--- src/rtl/tow_input_conditioner.sv ---
// tow_input_conditioner: synchronises and debounces two raw player keys and
// turns each debounced press into a single enable-gated one-cycle pulse.

module tow_input_channel #(
    parameter int DEBOUNCE_CYCLES = 4,
    parameter int CNT_W = 8
) (
    input  logic clock,
    input  logic reset,
    input  logic key,
    input  logic enable,
    output logic button,
    output logic held
);
    typedef enum logic [1:0] {RELEASED, PRESS_WAIT, HELD, RELEASE_WAIT} state_t;
    localparam logic [CNT_W-1:0] LAST = CNT_W'(DEBOUNCE_CYCLES - 1);
    localparam logic [CNT_W-1:0] ONE = CNT_W'(1);
    localparam bit BYPASS = DEBOUNCE_CYCLES == 1;
    state_t state, nstate;
    logic [CNT_W-1:0] cnt, ncnt;
    logic s1, s2, nheld, npulse;
    always_ff @(posedge clock or posedge reset) begin
        if (reset) begin
            s1 <= 1'b0;
            s2 <= 1'b0;
            state <= RELEASED;
            cnt <= '0;
            held <= 1'b0;
            button <= 1'b0;
        end else begin
            s1 <= key;
            s2 <= s1;
            state <= nstate;
            cnt <= ncnt;
            held <= nheld;
            button <= npulse;
        end
    end
    // A pulse is only ever produced on the edge that enters HELD from the press side.
    always_comb begin
        nstate = state;
        ncnt = cnt;
        nheld = held;
        npulse = 1'b0;
        case (state)
            RELEASED: begin
                ncnt = '0;
                if (s2) begin
                    nstate = BYPASS ? HELD : PRESS_WAIT;
                    ncnt = BYPASS ? '0 : ONE;
                    nheld = BYPASS;
                    npulse = BYPASS && enable;
                end
            end
            PRESS_WAIT: begin
                if (!s2) begin
                    nstate = RELEASED;
                    ncnt = '0;
                end else if (cnt == LAST) begin
                    nstate = HELD;
                    ncnt = '0;
                    nheld = 1'b1;
                    npulse = enable;
                end else begin
                    ncnt = cnt + ONE;
                end
            end
            HELD: begin
                if (!s2) begin
                    nstate = BYPASS ? RELEASED : RELEASE_WAIT;
                    ncnt = BYPASS ? '0 : ONE;
                    nheld = !BYPASS;
                end
            end
            RELEASE_WAIT: begin
                if (s2) begin
                    nstate = HELD;
                    ncnt = '0;
                end else if (cnt == LAST) begin
                    nstate = RELEASED;
                    ncnt = '0;
                    nheld = 1'b0;
                end else begin
                    ncnt = cnt + ONE;
                end
            end
            default: begin
                nstate = RELEASED;
                ncnt = '0;
                nheld = 1'b0;
            end
        endcase
    end
endmodule

module tow_input_conditioner #(
    parameter int DEBOUNCE_CYCLES = 4,
    parameter int CNT_W = 8
) (
    input  logic clock,
    input  logic reset,
    input  logic KeyLeft,
    input  logic KeyRight,
    input  logic enable,
    output logic LeftButton,
    output logic RightButton,
    output logic LeftHeld,
    output logic RightHeld
);
    tow_input_channel #(.DEBOUNCE_CYCLES(DEBOUNCE_CYCLES), .CNT_W(CNT_W)) left (
        .clock(clock), .reset(reset), .key(KeyLeft), .enable(enable),
        .button(LeftButton), .held(LeftHeld)
    );
    tow_input_channel #(.DEBOUNCE_CYCLES(DEBOUNCE_CYCLES), .CNT_W(CNT_W)) right (
        .clock(clock), .reset(reset), .key(KeyRight), .enable(enable),
        .button(RightButton), .held(RightHeld)
    );
endmodule

--- config.mk ---
export PLATFORM = sky130hd
export DESIGN_NAME = tow_input_conditioner
export DESIGN_NICKNAME = d
export VERILOG_FILES = /design/src/rtl/tow_input_conditioner.sv
export SDC_FILE = /design/constraint.sdc
export NUM_CORES = 1
export LEC_CHECK = 0
export CAP_MARGIN = 20
export CORE_MARGIN = 3
export CORE_UTILIZATION = 50
export CTS_CLUSTER_DIAMETER = 30
export DETAILED_ROUTE_END_ITERATION = 7
export DONT_BUFFER_PORTS = 1
export GPL_TIMING_DRIVEN = 0
export PLACE_DENSITY = 0.72
export SLEW_MARGIN = 40
export SYNTH_ARGS = -nofsm -noshare
export SYNTH_HDL_FRONTEND = slang
export SYNTH_HIERARCHICAL = 1
export SYNTH_SLANG_ARGS = --single-unit
--- constraint.sdc ---
create_clock -name clock -period 2.8 [get_ports clock]
set_input_delay 0.56 -clock clock [delete_from_list [all_inputs] [get_ports clock]]
set_output_delay 0.56 -clock clock [all_outputs]
set_load 0.02 [all_outputs]
==> results.yml <==
status:
  run_status: "finished clean"
pwr:
  ir_worst_vdd_uv: 463
  static-leakage-power_nw: 0.794
  p_per_area_mw_per_mm2: 920
  power_mw: 1.66
detailed_routing:
  drtIter0Drc: 60
  viasPerCell: 5.58
  ant_nets: 0
  wirelength_um: 3060
  drt-pass1-iter-count: 4
  dr_total_vias: 1221
  drc: 0
  wire_per_inst_um: 14.0
synth:
  ys.warnings.count: 6
  synth.cell_area_mm2: 0.00170
  yosys_top_cell_area_share_pct: 41.2
  synth_enable_flop_cells: 0
  syn_nets: 188
  syn_area_per_cell_um2: 9.95
  synth-seq-area-share_pct: 41.2
  netlist-cell-type-count: 44
  postSynthCellCount: 171
  synth_top_cell_by_area: "sky130_fd_sc_hd__dfrtp_1"
  postSynth.topFlopCell: "sky130_fd_sc_hd__dfrtp_1"
  synth_seq_cells: 28
  synthArstFlopShare_pct: 100
  synth.top_cells.by_area: "sky130_fd_sc_hd__dfrtp_1 41%, sky130_fd_sc_hd__ha_1 8.8%, sky130_fd_sc_hd__nor2_1 4.4%, sky130_fd_sc_hd__nand2_1 4.0%, sky130_fd_sc_hd__xor2_1 3.6%"
cts:
  cts-hold-fix-buffers: 0
  cts_root_buffer: "sky130_fd_sc_hd__clkbuf_4"
  clk_path_buf_depth: 2
  tritoncts: "done"
  clkLatencyLatePin_ps: 330
  ctsHtreeMaxLevel: 1
  cts_resized: 0
  cts_post_setup_buffers_inserted: 0
  clkSlewWorstSetupHoldPaths_ps: 150
  cts_num_sinks: 28
  cts_inserted_buffers: 3
setup_path:
  worst-setup-path-type: "flop to flop"
  cpMaxStageDelayCell: "sky130_fd_sc_hd__dfrtp_1"
  path_delay_family: "compound AO/OA/AOI/OAI gates"
  worstSetupStartpointType: "flop"
  crit_path_cell_trace: "inv_1 > ha_1 > mux2_1 > a21bo_1 > o21a_1 > nor2_1"
  critPathBufInv: 1
  critical_path.max_stage_delay_ps: 440
  cp.arrival_ps: 2060
  worstPathRequired_ps: 3010
  crit_fanout: 7
  timing.critical_path.to_type: "flop"
placed_design:
  final_hpwl_from_detailed_placement_um: 2290
  place.gp.congestion: 0.798
  placement.io_buffers: 0
  dpl-instance-area_mm2: 0.00176
floorplan:
  coreArea_mm2: 0.00315
  floorplan.rows: 20
  die_x_um: 64.3
  initial_core_utilization_pct: 54.0
  chipHeight_um: 64.3
  floorplan.io_pins: 9
  design.die.area_mm2: 0.00414
timing:
  timing_worst_slew_pin_value_ps: 536
  rsz0062_at_grt: "false"
  max_frequency_mhz: 542
  period_share_pct: 65.9
  finalClockSkew_ps: 15.9
  final-hold-violation-count: 0
  finalWorstPathRequiredPeriod_ps: 1850
  remaining_max_slew_budget_at_the_tightest_pin_pct: 64.2
  final_max_slew_viol_count: 0
  fin_tns_setup_ps: 0
  setup_viol_count_final: 0
cells_and_area:
  share_of_post_route_cells_with_drive_strength_above_1_pct: 9.71
  largestRegisters: "left/cnt x8, right/cnt x8"
  insertedDiodeCount: 0
  nNetsFinal: 193
  area_growth_syn_to_layout_pct: 6.32
  finish.instance_area_mm2: 0.00181
global_route:
  grt_pass1_vias: 1161
  grt_usage_pct: 15.6
  wire_length_of_the_first_global_routing_pass_um: 5180
  initial_antenna_violation_count: 0
  grt_max_degree: 17
  gr-total-overflow: 0
job:
  number_of_max_cap_violations: 0
worst_hold_path:
  min-delay-path-class: "input port to asynchronous set/reset pin"
## layout by cell type (no fill, tap or decap), types with 2 or more instances in the layout
cell type / netlist / final
sky130_fd_sc_hd__dfrtp_1: 28 / 28
sky130_fd_sc_hd__nor2_1: 20 / 20
sky130_fd_sc_hd__nand2_1: 18 / 18
sky130_fd_sc_hd__ha_1: 12 / 12
sky130_fd_sc_hd__inv_1: 10 / 10
sky130_fd_sc_hd__xor2_1: 7 / 7
sky130_fd_sc_hd__a21oi_1: 6 / 6
sky130_fd_sc_hd__nand3_1: 6 / 6
sky130_fd_sc_hd__nor3_1: 5 / 5
sky130_fd_sc_hd__xnor2_1: 5 / 5
sky130_fd_sc_hd__nand2b_1: 4 / 4
sky130_fd_sc_hd__nand4_1: 4 / 4
sky130_fd_sc_hd__clkbuf_4: 0 / 3
sky130_fd_sc_hd__o31ai_1: 3 / 3
sky130_fd_sc_hd__nor4b_4: 2 / 2
sky130_fd_sc_hd__a21boi_2: 2 / 2
sky130_fd_sc_hd__o21a_1: 2 / 2
sky130_fd_sc_hd__o22ai_1: 2 / 2
sky130_fd_sc_hd__nand3b_1: 2 / 2
sky130_fd_sc_hd__mux2i_1: 2 / 2
sky130_fd_sc_hd__or4_1: 2 / 2
sky130_fd_sc_hd__a211oi_1: 2 / 2
sky130_fd_sc_hd__buf_2: 2 / 2
sky130_fd_sc_hd__a31oi_1: 2 / 2
sky130_fd_sc_hd__o21ai_0: 2 / 2
sky130_fd_sc_hd__and3_1: 2 / 2
## final timing paths
path,from,end,slack [ps],cells after the start
max,flop,left/cnt[2],950,6
min,reset,right/cnt[6],130,1
max reg2reg,flop,left/cnt[2],950,6
min reg2reg,left/s1,left/s2,370,0
max in group asynchronous,reset,left/cnt[2],2300,1
min in group clock,KeyLeft,left/s1,240,0
## power by group
| part | leakage, nW | switching, mW | total, mW | internal, mW |
|---|---|---|---|---|
| Sequential | 0.365 | 0.0984 | 0.582 | 0.484 |
| Clock | 0.0279 | 0.114 | 0.258 | 0.145 |
| Combinational | 0.401 | 0.467 | 0.823 | 0.356 |
| Total | 0.794 | 0.679 | 1.66 | 0.985 |
## final cells by class
class / instances / area [um2]
fillers: 300 / 1340
multi-input cells: 129 / 928
flip-flops and latches: 28 / 701
well taps: 44 / 55.1
inverters: 10 / 37.5
plain buffers: 4 / 35.0
clock inverters: 1 / 30.0
clock buffers: 3 / 22.5
## metrics by stage
| step | hold WS (ps) | utilization, % | std cells | setup WS (ps) |
|---|---|---|---|---|
| floorplan | 331 | - | 171 | 1170 |
| global placement | 333 | 55.7 | 215 | 1060 |
| detailed placement | 336 | 55.7 | 215 | 1010 |
| CTS | 120 | 57.4 | 219 | 949 |
| global route | 121 | 57.4 | 219 | 830 |
| finish | 130 | 57.4 | 219 | 954 |
## layer usage
metal  vias up  routed length [um]  global-route usage (%)
met4         0                  15                    2.90
met5         -                   0                       0
met1       592                1400                    19.8
met2        19                1550                    26.7
met3         2                  84                    4.22
li1        608                   -                       -
## synth_stat cells, types with 2 or more instances
cell	number
sky130_fd_sc_hd__a211oi_1	2
sky130_fd_sc_hd__dfrtp_1	28
sky130_fd_sc_hd__nand2b_1	4
sky130_fd_sc_hd__a31oi_1	2
sky130_fd_sc_hd__o31ai_1	3
sky130_fd_sc_hd__nor2_1	20
sky130_fd_sc_hd__nand3_1	6
sky130_fd_sc_hd__buf_2	2
sky130_fd_sc_hd__nor3_1	5
sky130_fd_sc_hd__xor2_1	7
sky130_fd_sc_hd__o21a_1	2
sky130_fd_sc_hd__o21ai_0	2
sky130_fd_sc_hd__xnor2_1	5
sky130_fd_sc_hd__nand4_1	4
sky130_fd_sc_hd__a21oi_1	6
sky130_fd_sc_hd__nand3b_1	2
sky130_fd_sc_hd__inv_1	10
sky130_fd_sc_hd__o22ai_1	2
sky130_fd_sc_hd__ha_1	12
sky130_fd_sc_hd__a21boi_2	2
sky130_fd_sc_hd__or4_1	2
sky130_fd_sc_hd__nand2_1	18
sky130_fd_sc_hd__and3_1	2
sky130_fd_sc_hd__nor4b_4	2
sky130_fd_sc_hd__mux2i_1	2
## kinds of logic (layout without fill, tap and decap cells)
family / count (synthesis) / count (layout) / share of synthesized area [%]
AOI/OAI and AO/OA: 33 / 33 / 15.3
xor gates and xnor gates: 12 / 12 / 6.18
adders and majority gates: 12 / 12 / 8.82
buffers and inverters: 14 / 18 / 4.26
DFF: 28 / 28 / 41.2
muxes: 3 / 3 / 1.84
and+or+nand+nor: 69 / 69 / 22.4
Power figures use the tool's default switching activity.
